--- src/rtl/dot_pkg.sv ---
`default_nettype none
// ============================================================================
// dot_pkg : types and constants shared by weight_loader and the dot engine
// Revision: 1.0
// ============================================================================
package dot_pkg;

  localparam int DATA_W       = 32;
  localparam int DEFAULT_ROWS = 3;
  localparam int DEFAULT_COLS = 4;

  typedef enum logic [1:0] {
    ST_FILL   = 2'd0,
    ST_DRAIN  = 2'd1,
    ST_COMMIT = 2'd2
  } wl_state_e;

  // Index counters never shrink below one bit, even for a single row/column.
  function automatic int idx_width(input int n);
    return (n > 1) ? $clog2(n) : 1;
  endfunction

endpackage
`default_nettype wire

--- src/rtl/weight_loader.sv ---
`default_nettype none
// ============================================================================
// weight_loader : double-buffered AXI-Stream weight matrix loader
// Revision: 1.0
// ============================================================================
module weight_loader
  import dot_pkg::*;
#(
  parameter int ROWS = DEFAULT_ROWS,
  parameter int COLS = DEFAULT_COLS
) (
  input  logic                                   clk,
  input  logic                                   rst,
  input  logic [DATA_W-1:0]                      WEIGHT_AXIS_TDATA,
  input  logic                                   WEIGHT_AXIS_TLAST,
  input  logic                                   WEIGHT_AXIS_TVALID,
  output logic                                   WEIGHT_AXIS_TREADY,
  input  logic                                   weights_lock,
  output logic [0:ROWS-1][0:COLS-1][DATA_W-1:0]  weights,
  output logic                                   weights_valid,
  output logic                                   weights_updated,
  output logic                                   load_error
);

  localparam int RW = idx_width(ROWS);
  localparam int CW = idx_width(COLS);
  localparam logic [RW-1:0] R_LAST = RW'(ROWS - 1);
  localparam logic [CW-1:0] C_LAST = CW'(COLS - 1);

  typedef logic [0:ROWS-1][0:COLS-1][DATA_W-1:0] mat_t;

  wl_state_e     state_q,   state_d;
  logic [RW-1:0] r_q,       r_d;
  logic [CW-1:0] c_q,       c_d;
  mat_t          shadow_q,  shadow_d;
  mat_t          weights_q, weights_d;
  logic          valid_q,   valid_d;
  logic          updated_q, updated_d;
  logic          error_q,   error_d;

  logic          beat_ok;
  logic          at_last;

  assign beat_ok = WEIGHT_AXIS_TVALID && WEIGHT_AXIS_TREADY;
  assign at_last = (r_q == R_LAST) && (c_q == C_LAST);

  // State register
  always_ff @(posedge clk or negedge rst) begin
    if (!rst) begin
      state_q <= ST_FILL;
    end else begin
      state_q <= state_d;
    end
  end

  // Next-state logic
  always_comb begin
    state_d = state_q;
    case (state_q)
      ST_FILL: begin
        if (beat_ok && at_last) begin
          state_d = WEIGHT_AXIS_TLAST ? ST_COMMIT : ST_DRAIN;
        end
      end
      ST_DRAIN: begin
        if (beat_ok && WEIGHT_AXIS_TLAST) begin
          state_d = ST_FILL;
        end
      end
      ST_COMMIT: begin
        if (!weights_lock) begin
          state_d = ST_FILL;
        end
      end
      default: state_d = ST_FILL;
    endcase
  end

  // Ready is held low through reset, not just gated by the reset state.
  always_comb begin
    WEIGHT_AXIS_TREADY = rst && (state_q != ST_COMMIT);
  end

  // Index counters, shadow fill and commit
  always_comb begin
    r_d       = r_q;
    c_d       = c_q;
    shadow_d  = shadow_q;
    weights_d = weights_q;
    valid_d   = valid_q;
    updated_d = 1'b0;
    error_d   = 1'b0;
    case (state_q)
      ST_FILL: begin
        if (beat_ok) begin
          shadow_d[r_q][c_q] = WEIGHT_AXIS_TDATA;
          if (WEIGHT_AXIS_TLAST && !at_last) begin
            error_d = 1'b1;
            r_d     = '0;
            c_d     = '0;
          end else if (!WEIGHT_AXIS_TLAST && at_last) begin
            error_d = 1'b1;
          end else if (!at_last) begin
            if (c_q == C_LAST) begin
              c_d = '0;
              r_d = r_q + 1'b1;
            end else begin
              c_d = c_q + 1'b1;
            end
          end
        end
      end
      ST_DRAIN: begin
        if (beat_ok && WEIGHT_AXIS_TLAST) begin
          r_d = '0;
          c_d = '0;
        end
      end
      ST_COMMIT: begin
        if (!weights_lock) begin
          weights_d = shadow_q;
          valid_d   = 1'b1;
          updated_d = 1'b1;
          r_d       = '0;
          c_d       = '0;
        end
      end
      default: begin
        r_d = '0;
        c_d = '0;
      end
    endcase
  end

  always_ff @(posedge clk or negedge rst) begin
    if (!rst) begin
      r_q       <= '0;
      c_q       <= '0;
      shadow_q  <= '0;
      weights_q <= '0;
      valid_q   <= 1'b0;
      updated_q <= 1'b0;
      error_q   <= 1'b0;
    end else begin
      r_q       <= r_d;
      c_q       <= c_d;
      shadow_q  <= shadow_d;
      weights_q <= weights_d;
      valid_q   <= valid_d;
      updated_q <= updated_d;
      error_q   <= error_d;
    end
  end

  assign weights         = weights_q;
  assign weights_valid   = valid_q;
  assign weights_updated = updated_q;
  assign load_error      = error_q;

endmodule
`default_nettype wire

--- config.mk ---
export PLATFORM = sky130hd
export DESIGN_NAME = weight_loader
export DESIGN_NICKNAME = d
export VERILOG_FILES = /design/src/rtl/dot_pkg.sv /design/src/rtl/weight_loader.sv
export SDC_FILE = /design/constraint.sdc
export NUM_CORES = 1
export LEC_CHECK = 0
export ABC_AREA = 1
export CAP_MARGIN = 20
export CORE_AREA = 8 8 173 339
export CTS_CLUSTER_SIZE = 16
export DETAILED_ROUTE_END_ITERATION = 10
export DIE_AREA = 0 0 181 347
export PLACE_DENSITY = 0.78
export SLEW_MARGIN = 20
export SYNTH_ARGS = -nofsm -noshare
export SYNTH_HDL_FRONTEND = slang
export SYNTH_SLANG_ARGS = --single-unit
export TNS_END_PERCENT = 5
--- constraint.sdc ---
create_clock -name clk -period 1.86 [get_ports clk]
set_input_delay 0.465 -clock clk [delete_from_list [all_inputs] [get_ports clk]]
set_output_delay 0.465 -clock clk [all_outputs]
set_load 0.02 [all_outputs]
### After elaboration in Yosys (flattened, before gate mapping)

Index checks and enable logic that the tools add are counted.
Widths: inputs -> output; s select.

* bits in registers: 777
* bits in latches: 0
* bits in writable memories: 0
* memory bits (read-only): 0
* input port bits: 37
* output and inout port bits: 388
* logic and storage cells: 96
* memories kept: 0

* $add $sub $neg: 2
* $mul: 0
* divide/modulo/power cells: 0
* $lt $le $gt $ge: 4
* eq/ne operators: 12
* shift-type cells: 0
* multiplexer cells: 28
* bitwise operators: 3
* reduce and logical (&&, ||, !) cells: 17

Operator list (number)
* $bwmux 384: 1
* $demux 128 s2: 1
* $mux 128: 1
* $demux 32 s2: 1
* $mux 32: 1
* $mux 2: 14
* $pmux 2 s3: 3
* $ne 2x2->1 const B: 5
* $logic_and 1x1->1: 9
* $ne 3x3->1 const B: 3
* $eq 2x2->1 const B: 3
* $ge 3x3->1 const B: 2
* $lt 3x1->1 const B: 2
* $mux 1: 6
* $not 2->3: 2
* $reduce_and 6->1: 1
* $reduce_and 5->1: 1
* $add 2x1->2 const B: 2
* $reduce_and 2->1: 2
* $reduce_and 3->1: 1
* $eq 2x1->1 const B: 1
* $logic_not 1->1: 2
* $logic_not 2->1: 1
* $not 1->1: 1

### Longest topological paths before layout

Gate-level depths: netlist (run 1).

* word-level depth: 8
* gate-level depth with buffers: 11
* mapped depth without buffers: 11

### Least setup slack after synthesis (run 1)

Ideal clock, no wire load.

* path type: register to register
* from: register state_q[1]
* to: register shadow_q[100] (netlist bit)
* library setup time: 0.130 ns
* data arrival time: 1.441 ns
* data required time: 1.730 ns
* path slack: 0.289 ns
* cell stages (with the launch flop): 7
* path buffers: 2
* clock period less this slack: 1.571 ns
* cells stage by stage: dfrtp_1 > nor2_1 > nand2_2 > buf_8 > nor2_8 > clkbuf_1 > o21ai_0

* word-level cells in the longest chain between the ends: 4
* elaborated cells on any way between the ends: 5
* those cells by class: eq/ne: 1; reduce/logical: 4

Ends and longest elaborated chain
* start: declaration: RTL line weight_loader.sv:32 `wl_state_e state_q, state_d;`
* start signal: assignment: RTL line weight_loader.sv:52 `state_q <= state_d;`
* $ne 2x2->1: RTL line weight_loader.sv:81 `WEIGHT_AXIS_TREADY = rst && (state_q != ST_COMMIT);`
* $logic_and 1x1->1: RTL line weight_loader.sv:81
* $logic_and 1x1->1: RTL line weight_loader.sv:44 `assign beat_ok = WEIGHT_AXIS_TVALID && WEIGHT_AXIS_TREADY;`
* $reduce_and 2->1 (no line) (*)
* end signal: assignment: RTL line weight_loader.sv:147 `shadow_q <= shadow_d;`
* end: declaration: RTL line weight_loader.sv:35 `mat_t shadow_q, shadow_d;`

Mark *: on every way between the ends. The rest lies on a longest branch, timed or not.
A chain may end at the register's enable or synchronous reset.

### Worst setup path in the final report (run 1)

* from: register state_q[0]
* to: output port WEIGHT_AXIS_TREADY

* word-level cells in the longest chain between the ends: 2

Ends and longest elaborated chain
* $ne 2x2->1: RTL line weight_loader.sv:81
* $logic_and 1x1->1: RTL line weight_loader.sv:81
* end: declaration: RTL line weight_loader.sv:17 `output logic WEIGHT_AXIS_TREADY,`

Every way passes these cells.

==> results of run 1 <==
==> cell type report <==
class	count	area (µm²)
Antenna cell	1	2.502
Sequential cell	777	19450
Fill cell	3933	16950
Multi-Input combinational cell	1612	7316
Clock inverter	17	352.8
Clock buffer	91	1790
Tap cell	676	845.8
Timing Repair Buffer	559	5991
Inverter	398	1501
==> sequential cells by signal (all words and copies together), names as in the netlist <==
| signal | count |
|---|---|
| shadow_q | 384 |
| weights | 384 |
| c_q | 2 |
| r_q | 2 |
| state_q | 2 |
| load_error | 1 |
| weights_updated | 1 |
| weights_valid | 1 |
==> per-layer routing <==
| layer | vias up | GRT usage [%] | share of wire, % |
|---|---|---|---|
| li1 | 10110 | - | - |
| met1 | 11100 | 34.69 | 37 |
| met2 | 1131 | 47.04 | 48 |
| met3 | 282 | 4.708 | 7.0 |
| met4 | 0 | 19.59 | 7.9 |
| met5 | - | 0 | 0 |
==> placed cells by master (no fill, tap or decap), types with 38 or more instances in the layout <==
master           synthesis  routed
nand2_1                795     795
dfrtp_1                777     773
o21ai_0                751     750
clkdlybuf4s15_1          0     100
buf_12                   0      81
clkbuf_16                0      63
clkdlybuf4s15_2          0      38
dlygate4sd2_1            0     237
inv_1                  398     396
buf_4                    0      52
==> worst min path at each step <==
stage	endpoint	slack (ns)	depth (start not counted)
finish	shadow_q[321]	0.03	3
global route	shadow_q[349]	0.05	3
CTS	shadow_q[110]	0.03	3
detailed placement	weights_valid	0.47	1
global placement	weights_valid	0.46	1
floorplan	c_q[0]	0.17	0
==> report_power, final <==
part	switching [mW]	internal (mW)	leakage, nW
clock network	5.94	8.02	1.04
logic	6.83	3.62	8.93
registers	2.01	21.7	8.63
==> kinds of logic (layout without fill, tap and decap cells) <==
group                      Yosys count  in the layout  synth area share [%]
and+or+nand+nor                    829            829                 11.32
DFF                                777            777                 66.97
AOI/OAI and AO/OA                  774            774                 13.35
buffers and inverters              589           1065                 7.969
adders and majority gates            9              9                0.3879
other                                0              1                     0
==> through the flow <==
| step | hold slack [ns] | util [%] | TNS [ns] | cells | setup WS, ns |
|---|---|---|---|---|---|
| global placement | 0.4606 | 65.20 | -153.29 | 4019 | -0.2539 |
| global route | 0.04722 | 68.72 | -0.5654 | 4130 | -0.08166 |
| detailed placement | 0.4693 | 65.20 | -159.49 | 4019 | -0.3065 |
| finish | 0.02873 | 68.72 | -0.04569 | 4131 | -0.04569 |
| CTS | 0.03436 | 68.62 | -0.7112 | 4128 | -0.06622 |
| floorplan | 0.1694 | - | 0 | 2978 | 0.2893 |
==> worst min-delay path: stages <==
cell,delay (ns)
buf_8,0.11
buf_4,0.17
buf_12,0.27
==> timing repair <==
action                     4_1_cts  5_1_grt
hold buffers                     1        0
setup endpoints to repair      388      346
gates cloned                     0        1
resized for setup              538       69
hold endpoints to repair         8        0
setup buffers                    0        1
==> run_results.csv, run 1 <==
group,metric,value,unit
outcome,status,"finished with violations",
outcome,violations,"setup timing",
yosys,synth_most_common_cell,"nand2_1",
grt,grt_overflow_total,0,
yosys,synth_edf_count,0,
grt,grt.total_usage,28.73,%
floorplan,die_w,181,µm
cts,htreeDepth,2,
timing,rsz0062_at_grt,"true",
critical_path,critPathSlowestCell,"dfrtp_1",
critical_path,r2r-end,"shadow_q[357]",
floorplan,core.rowCount,121,
grt,grt_pass1_wl,137.7,mm
timing,max_slew_margin,42.72,%
timing,worst_pin_slew,0.8593,ns
critical_path,r2r_slack,0.04,ns
yosys,netlist_top_cells_area,"dfrtp_1, o21ai_0, nand2_1",
critical_path,endpoint_kind,"output pin",
yosys,yosysTopAreaCellShare,66.97,%
critical_path,cp_num_cells,4,
flow_run,drv_cap,0,
floorplan,start_util,53.56,%
drt,drtIter0Drc,2440,
timing,setup_violations,1,
place,io_buffers,424,
grt,grt_pass1_vias,22900,
timing,skew,0.01059,ns
critical_path,r2r_cells,7,
timing,period_share,102.5,%
drt,drc,0,
yosys,ys_ff_latch,777,
drt,routedWlPerCell,22.06,µm
floorplan,die_area,62810,µm²
floorplan,core-area,54200,µm²
place,gp_routability_congestion,0.8753,
timing,worst_slack,-0.04569,ns
yosys,syn_inst,2978,
yosys,synth_cell_types,20,
timing,hold_viol_final,0,
pwr,ir_drop,900.2,µV
cts,clk_path_buf_depth,3,
drt,vias,22620,
yosys,synth_flop_cell,"dfrtp_1",
layout,drive_gt1_share,8.830,%
layout,area_growth,28.30,%
cts,numClockSinks,777,
floorplan,die_y,347,µm
critical_path,startpoint_type,"register",
critical_path,worstPathMaxFanout,5,
place,dpl-instance-area,35340,µm²
drt,viasPerCell,5.476,
drt,first_pass_iters,7,
yosys,synth_top_cell_by_area,"dfrtp_1",
timing,final_max_slew_viol_count,0,
cts,cts_tree,"built",
critical_path,cp.required,1.39,ns
critical_path,slowest_delay,0.39,ns
place,place_hpwl,59.63,mm
cts,cts_buffers,61,
floorplan,io_pins,425,
layout,fin_nets,3455,
cts,clk_latency,0.62,ns
critical_path,cp_top_family,"flip-flops",
critical_path,cp-startpoint,"state_q[0]",
timing,fmax,524.7,MHz
pwr,total_power,48.10,mW
grt,antenna_found_initial,1,
yosys,syn_area_per_cell,9.749,µm²
drt,antenna_left,0,
critical_path,crit_chain,"inv_2 -> nand2_4 -> and2_4 -> buf_6",
yosys,async_reset_ff_share,100.0,%
critical_path,cp-endpoint,"WEIGHT_AXIS_TREADY",
cts,cts-root-buf,"clkbuf_16",
min_path,hold_path_class,"input port to asynchronous set/reset pin",
grt,grt_max_degree,161,
yosys,yosysWarnings,0,
pwr,p_per_area,1291,nW/µm²
pwr,p_leak,18.60,nW
yosys,synthesis.nets,3024,
critical_path,worstSetupPathType,"register to output pin",
critical_path,cp.buffers_inverters,2,
yosys,seq_area_frac_synth,66.97,%
yosys,synthesis.area,29030,µm²
drt,routed_wirelength,91.14,mm
cts,clkTransAtPathRegs,0.07,ns
layout,design_area,37250,µm²
yosys,synth_common_cells,"nand2_1, dfrtp_1, o21ai_0",
critical_path,r2r-start,"state_q[1]",
timing,finalCriticalPeriod,1.906,ns
critical_path,crit_arrival,1.44,ns
Power figures use the tool's default switching activity.
==> run 2: changes to the inputs <==
--- a/config.mk
+++ b/config.mk
@@ -7,11 +7,12 @@
 export LEC_CHECK = 0
 export ABC_AREA = 1
 export CAP_MARGIN = 20
-export CORE_AREA = 8 8 173 339
+export CORE_AREA = 8 8 200 392
 export CTS_CLUSTER_SIZE = 16
 export DETAILED_ROUTE_END_ITERATION = 10
-export DIE_AREA = 0 0 181 347
-export PLACE_DENSITY = 0.78
+export DIE_AREA = 0 0 208 400
+export PLACE_DENSITY = 0.6
+export SKIP_LAST_GASP = 1
 export SLEW_MARGIN = 20
 export SYNTH_ARGS = -nofsm -noshare
 export SYNTH_HDL_FRONTEND = slang
==> run 2 against run 1 <==
Against the previous run: the flow still finishes with violations (setup timing); sequential power about the same; total power increased by 2.1%; first-iteration DRC count decreased by 17%; flip-flop and latch count is the same; clock skew is 0.0096 ns higher.
==> run_results.csv, run 2 (synthesized netlist as in run 1, its figures left out) <==
group,metric,value,unit
outcome,status,"finished with violations",
outcome,violations,"setup timing",
layout,nFillCells,6644,
cts,clkTransAtPathRegs,0.08,ns
cts,clk_path_buf_depth,3,
critical_path,worstSetupPathType,"register to output pin",
layout,fin_nets,3475,
timing,finalHoldWorstSlack,0.06865,ns
flow_run,drv_cap,0,
drt,routed_wirelength,91.44,mm
floorplan,start_util,39.56,%
cts,postCtsSetupBuffers,0,
timing,max_slew_margin,47.83,%
place,place_hpwl,59.35,mm
critical_path,r2r_slack,0.04,ns
timing,worst_slack,-0.2317,ns
drt,viasPerCell,4.917,
layout,final_util,51.55,%
layout,final_cell_mix,"nand2_1, dfrtp_1, o21ai_0, inv_1, clkdlybuf4s50_1",
critical_path,r2r-start,"state_q[0]",
grt,grt_max_degree,133,
cts,cts-root-buf,"clkbuf_16",
grt,grt_overflow_total,0,
floorplan,die_y,400,µm
pwr,p_per_area,1299,nW/µm²
cts,htreeDepth,3,
layout,area_growth,30.31,%
min_path,hold_path_class,"input port to asynchronous set/reset pin",
timing,worst_pin_slew,0.7826,ns
cts,cts_buffers,71,
critical_path,r2r-end,"weights[67]",
critical_path,endpoint_kind,"output pin",
critical_path,slowest_delay,0.64,ns
cts,clk_latency,0.63,ns
timing,period_share,112.5,%
floorplan,core-area,73390,µm²
grt,grt_pass1_wl,137.6,mm
layout,drive_gt1_share,8.412,%
place,gp_routability_congestion,0.7970,
timing,rsz0062_at_grt,"true",
critical_path,r2r_cells,10,
pwr,ir_drop,753.8,µV
critical_path,critPathSlowestCell,"clkdlybuf4s50_1",
floorplan,die_area,83200,µm²
pwr,p_leak,18.76,nW
floorplan,core.rowCount,141,
layout,layout_commonest_cell,"nand2_1",
drt,antenna_left,0,
critical_path,cp-startpoint,"weights[232]",
cts,cts_tree,"built",
timing,hold_viol_final,0,
drt,drtIter0Drc,2028,
timing,fmax,478.1,MHz
grt,grt_pass1_vias,21020,
critical_path,cp_top_family,"buffers and inverters",
place,io_buffers,424,
critical_path,cp.required,1.39,ns
floorplan,die_w,208,µm
drt,routedWlPerCell,20.71,µm
pwr,total_power,49.13,mW
timing,final_max_slew_viol_count,0,
timing,setup_violations,212,
critical_path,crit_arrival,1.63,ns
drt,first_pass_iters,7,
critical_path,worstPathMaxFanout,2,
drt,drc,0,
floorplan,io_pins,425,
timing,skew,0.02017,ns
cts,numClockSinks,777,
drt,vias,21700,
critical_path,cp.buffers_inverters,1,
timing,finalCriticalPeriod,2.092,ns
critical_path,crit_chain,"clkdlybuf4s50_1",
grt,antenna_found_initial,4,
critical_path,startpoint_type,"register",
grt,grt.total_usage,22.00,%
-- run 2: report_power, final --
part	switching, mW	internal (mW)	total, mW
clock	6.47	8.64	15.1
combinational	6.51	3.91	10.4
sequential	1.92	21.7	23.6
total	14.9	34.2	49.1
-- run 2: what timing repair did --
item,4_1_cts,5_1_grt
gates resized for setup,236,24
hold buffers,1,0
setup endpoints to repair,388,486
hold endpoints to repair,71,0
-- run 2: cell type report --
| type | instances | area [µm²] | area share [%] |
|---|---|---|---|
| sequential | 777 | 19440 | 51.40 |
| multi-input combinational | 1612 | 7292 | 19.27 |
| timing repair buffer | 569 | 6035 | 15.95 |
| clock buffer | 103 | 2112 | 5.583 |
| inverter | 398 | 1501 | 3.969 |
| tap | 929 | 1162 | 3.072 |
| clock inverter | 24 | 280.3 | 0.7408 |
| antenna | 2 | 5.005 | 0.01323 |
-- run 2: how the worst max path moves through the flow --
stage	endpoint	slack, ns	depth (start not counted)
3_3_place_gp	shadow_q[12]	-0.18	8
3_5_place_dp	shadow_q[26]	-0.25	8
4_1_cts	weights[309]	-0.28	1
2_1_floorplan	shadow_q[100]	0.29	6
5_1_grt	weights[259]	-0.28	1
6_report	weights[232]	-0.23	1
-- run 2: per-stage QoR --
step | setup TNS, ns | std cells | area, µm² | setup slack (ns)
floorplan | 0 | 2978 | 29030 | 0.2893
global placement | -82.41 | 4284 | 35590 | -0.1820
detailed placement | -103.07 | 4284 | 35590 | -0.2496
CTS | -53.78 | 4412 | 37770 | -0.2751
global route | -52.53 | 4412 | 37830 | -0.2829
finish | -34.03 | 4414 | 37830 | -0.2317
-- run 2: metal layers --
metal  GRT usage [%]  wire length [µm]
met5               0                 0
met3           5.249              8241
met1           32.71             42390
met2           31.86             38690
met4           6.039              2120
==> run 3: changes to the inputs <==
--- a/config.mk
+++ b/config.mk
@@ -8,7 +8,6 @@
 export ABC_AREA = 1
 export CAP_MARGIN = 20
 export CORE_AREA = 8 8 200 392
-export CTS_CLUSTER_SIZE = 16
 export DETAILED_ROUTE_END_ITERATION = 10
 export DIE_AREA = 0 0 208 400
 export PLACE_DENSITY = 0.6
==> run 3 against run 2 <==
Against the previous run: the run still ends with setup timing left; design area hardly changed; die area stayed put; total power hardly changed; clock skew is 0.0027 ns lower; routed wire length hardly changed; combinational power hardly changed; sequential share of layout area hardly changed; first-iteration DRC count is 4.5% lower; critical endpoint is now weights[32].
==> run_results.csv, run 3 (synthesized netlist as in run 1, its figures left out) <==
group,metric,value,unit
outcome,status,"finished with violations",
outcome,violations,"setup timing",
place,io_buffers,424,
cts,numClockSinks,777,
layout,n_antenna_cell,0,
drt,drtIter0Drc,1937,
layout,final_cell_mix,"nand2_1, dfrtp_1, o21ai_0, inv_1, clkdlybuf4s50_1",
pwr,p_leak,18.76,nW
pwr,ir_drop,757.9,µV
floorplan,die_y,400,µm
timing,rsz0062_at_grt,"true",
place,place_hpwl,59.35,mm
floorplan,die_w,208,µm
cts,htreeDepth,3,
cts,cts_buffers,71,
cts,clk_path_buf_depth,3,
timing,skew,0.01747,ns
timing,finalCriticalPeriod,2.105,ns
grt,grt_pass1_wl,137.6,mm
drt,routed_wirelength,91.42,mm
floorplan,start_util,39.56,%
layout,layout_commonest_cell,"nand2_1",
critical_path,worstPathMaxFanout,2,
grt,grt_pass1_vias,21030,
critical_path,cp_top_family,"buffers and inverters",
critical_path,critPathSlowestCell,"clkdlybuf4s50_1",
timing,fmax,475.1,MHz
timing,max_slew_margin,47.37,%
drt,first_pass_iters,7,
grt,grt_overflow_total,0,
critical_path,startpoint_type,"register",
place,dp_cells,4284,
min_path,hold_path_class,"input port to asynchronous set/reset pin",
timing,finalHoldWorstSlack,0.07571,ns
pwr,p_per_area,1299,nW/µm²
timing,setup_violations,211,
drt,vias,21660,
critical_path,r2r-end,"weights[67]",
critical_path,cp.required,1.39,ns
critical_path,worstSetupPathType,"register to output pin",
cts,cts-root-buf,"clkbuf_16",
cts,cts_tree,"built",
place,gp_routability_congestion,0.7970,
floorplan,core-area,73390,µm²
layout,final_cells,4413,
critical_path,cp.buffers_inverters,1,
timing,hold_viol_final,0,
timing,worst_slack,-0.2447,ns
layout,regArea,19440,µm²
critical_path,slowest_delay,0.63,ns
place,dpl-instance-area,35590,µm²
floorplan,core.rowCount,141,
timing,worst_pin_slew,0.7895,ns
drt,antenna_left,0,
timing,finalSetupTns,-34.38,ns
cts,clk_latency,0.62,ns
layout,multi_input_area,7292,µm²
grt,grt.total_usage,22.01,%
floorplan,die_area,83200,µm²
critical_path,crit_arrival,1.64,ns
critical_path,crit_chain,"clkdlybuf4s50_1",
cts,clkTransAtPathRegs,0.07,ns
pwr,total_power,49.18,mW
grt,grt_max_degree,133,
critical_path,endpoint_kind,"output pin",
timing,period_share,113.2,%
layout,drive_gt1_share,8.496,%
critical_path,r2r_cells,10,
flow_run,drv_cap,0,
drt,drc,0,
place,dp_slack,-0.2496,ns
timing,final_max_slew_viol_count,0,
critical_path,r2r_slack,0.05,ns
cts,postCtsSetupBuffers,0,
drt,routedWlPerCell,20.72,µm
layout,design_area,37850,µm²
layout,final_util,51.57,%
floorplan,io_pins,425,
layout,fin_nets,3475,
layout,area_growth,30.36,%
critical_path,r2r-start,"state_q[0]",
drt,viasPerCell,4.909,
layout,nFillCells,6644,
grt,antenna_found_initial,4,
run 3: timing repair:
action                                  in CTS  in global routing
endpoints found under the setup margin     388                484
hold endpoints to repair                    71                  0
hold buffers                                 1                  0
resized for setup                          235                 24
run 3: per-layer routing:
layer	vias to the layer above	track usage (%)	wire length, µm	part of all wire [%]
li1	10150	-	-	-
met1	10540	32.68	43070	47
met2	869	31.93	38630	42
met3	103	5.249	7623	8.3
met4	0	6.039	2109	2.3
met5	-	0	0	0
run 3: report_power, final:
group,leakage [nW],internal [mW],switching (mW)
logic,8.94,3.91,6.50
registers,8.63,21.7,1.92
clock network,1.19,8.66,6.52
total,18.8,34.2,14.9
run 3: worst min-delay path: stages:
cell and delay (ns):
buf_8 0.09, buf_4 0.11, buf_4 0.11, buf_12 0.33
run 3: worst max-delay path by stage:
stage | startpoint | endpoint | slack, ns | depth (start not counted)
detailed placement | WEIGHT_AXIS_TVALID | shadow_q[26] | -0.25 | 8
finish | weights[32] | weights[32] | -0.24 | 1
global placement | WEIGHT_AXIS_TVALID | shadow_q[12] | -0.18 | 8
CTS | weights[309] | weights[309] | -0.28 | 1
global route | weights[259] | weights[259] | -0.28 | 1
floorplan | state_q[1] | shadow_q[100] | 0.29 | 6
run 3: layout make-up:
type / instances / area share [%]
sequential: 777 / 51.38
multi-input combinational: 1612 / 19.27
timing repair buffer: 569 / 15.95
clock buffer: 101 / 5.561
inverter: 398 / 3.967
tap: 929 / 3.071
clock inverter: 27 / 0.8034
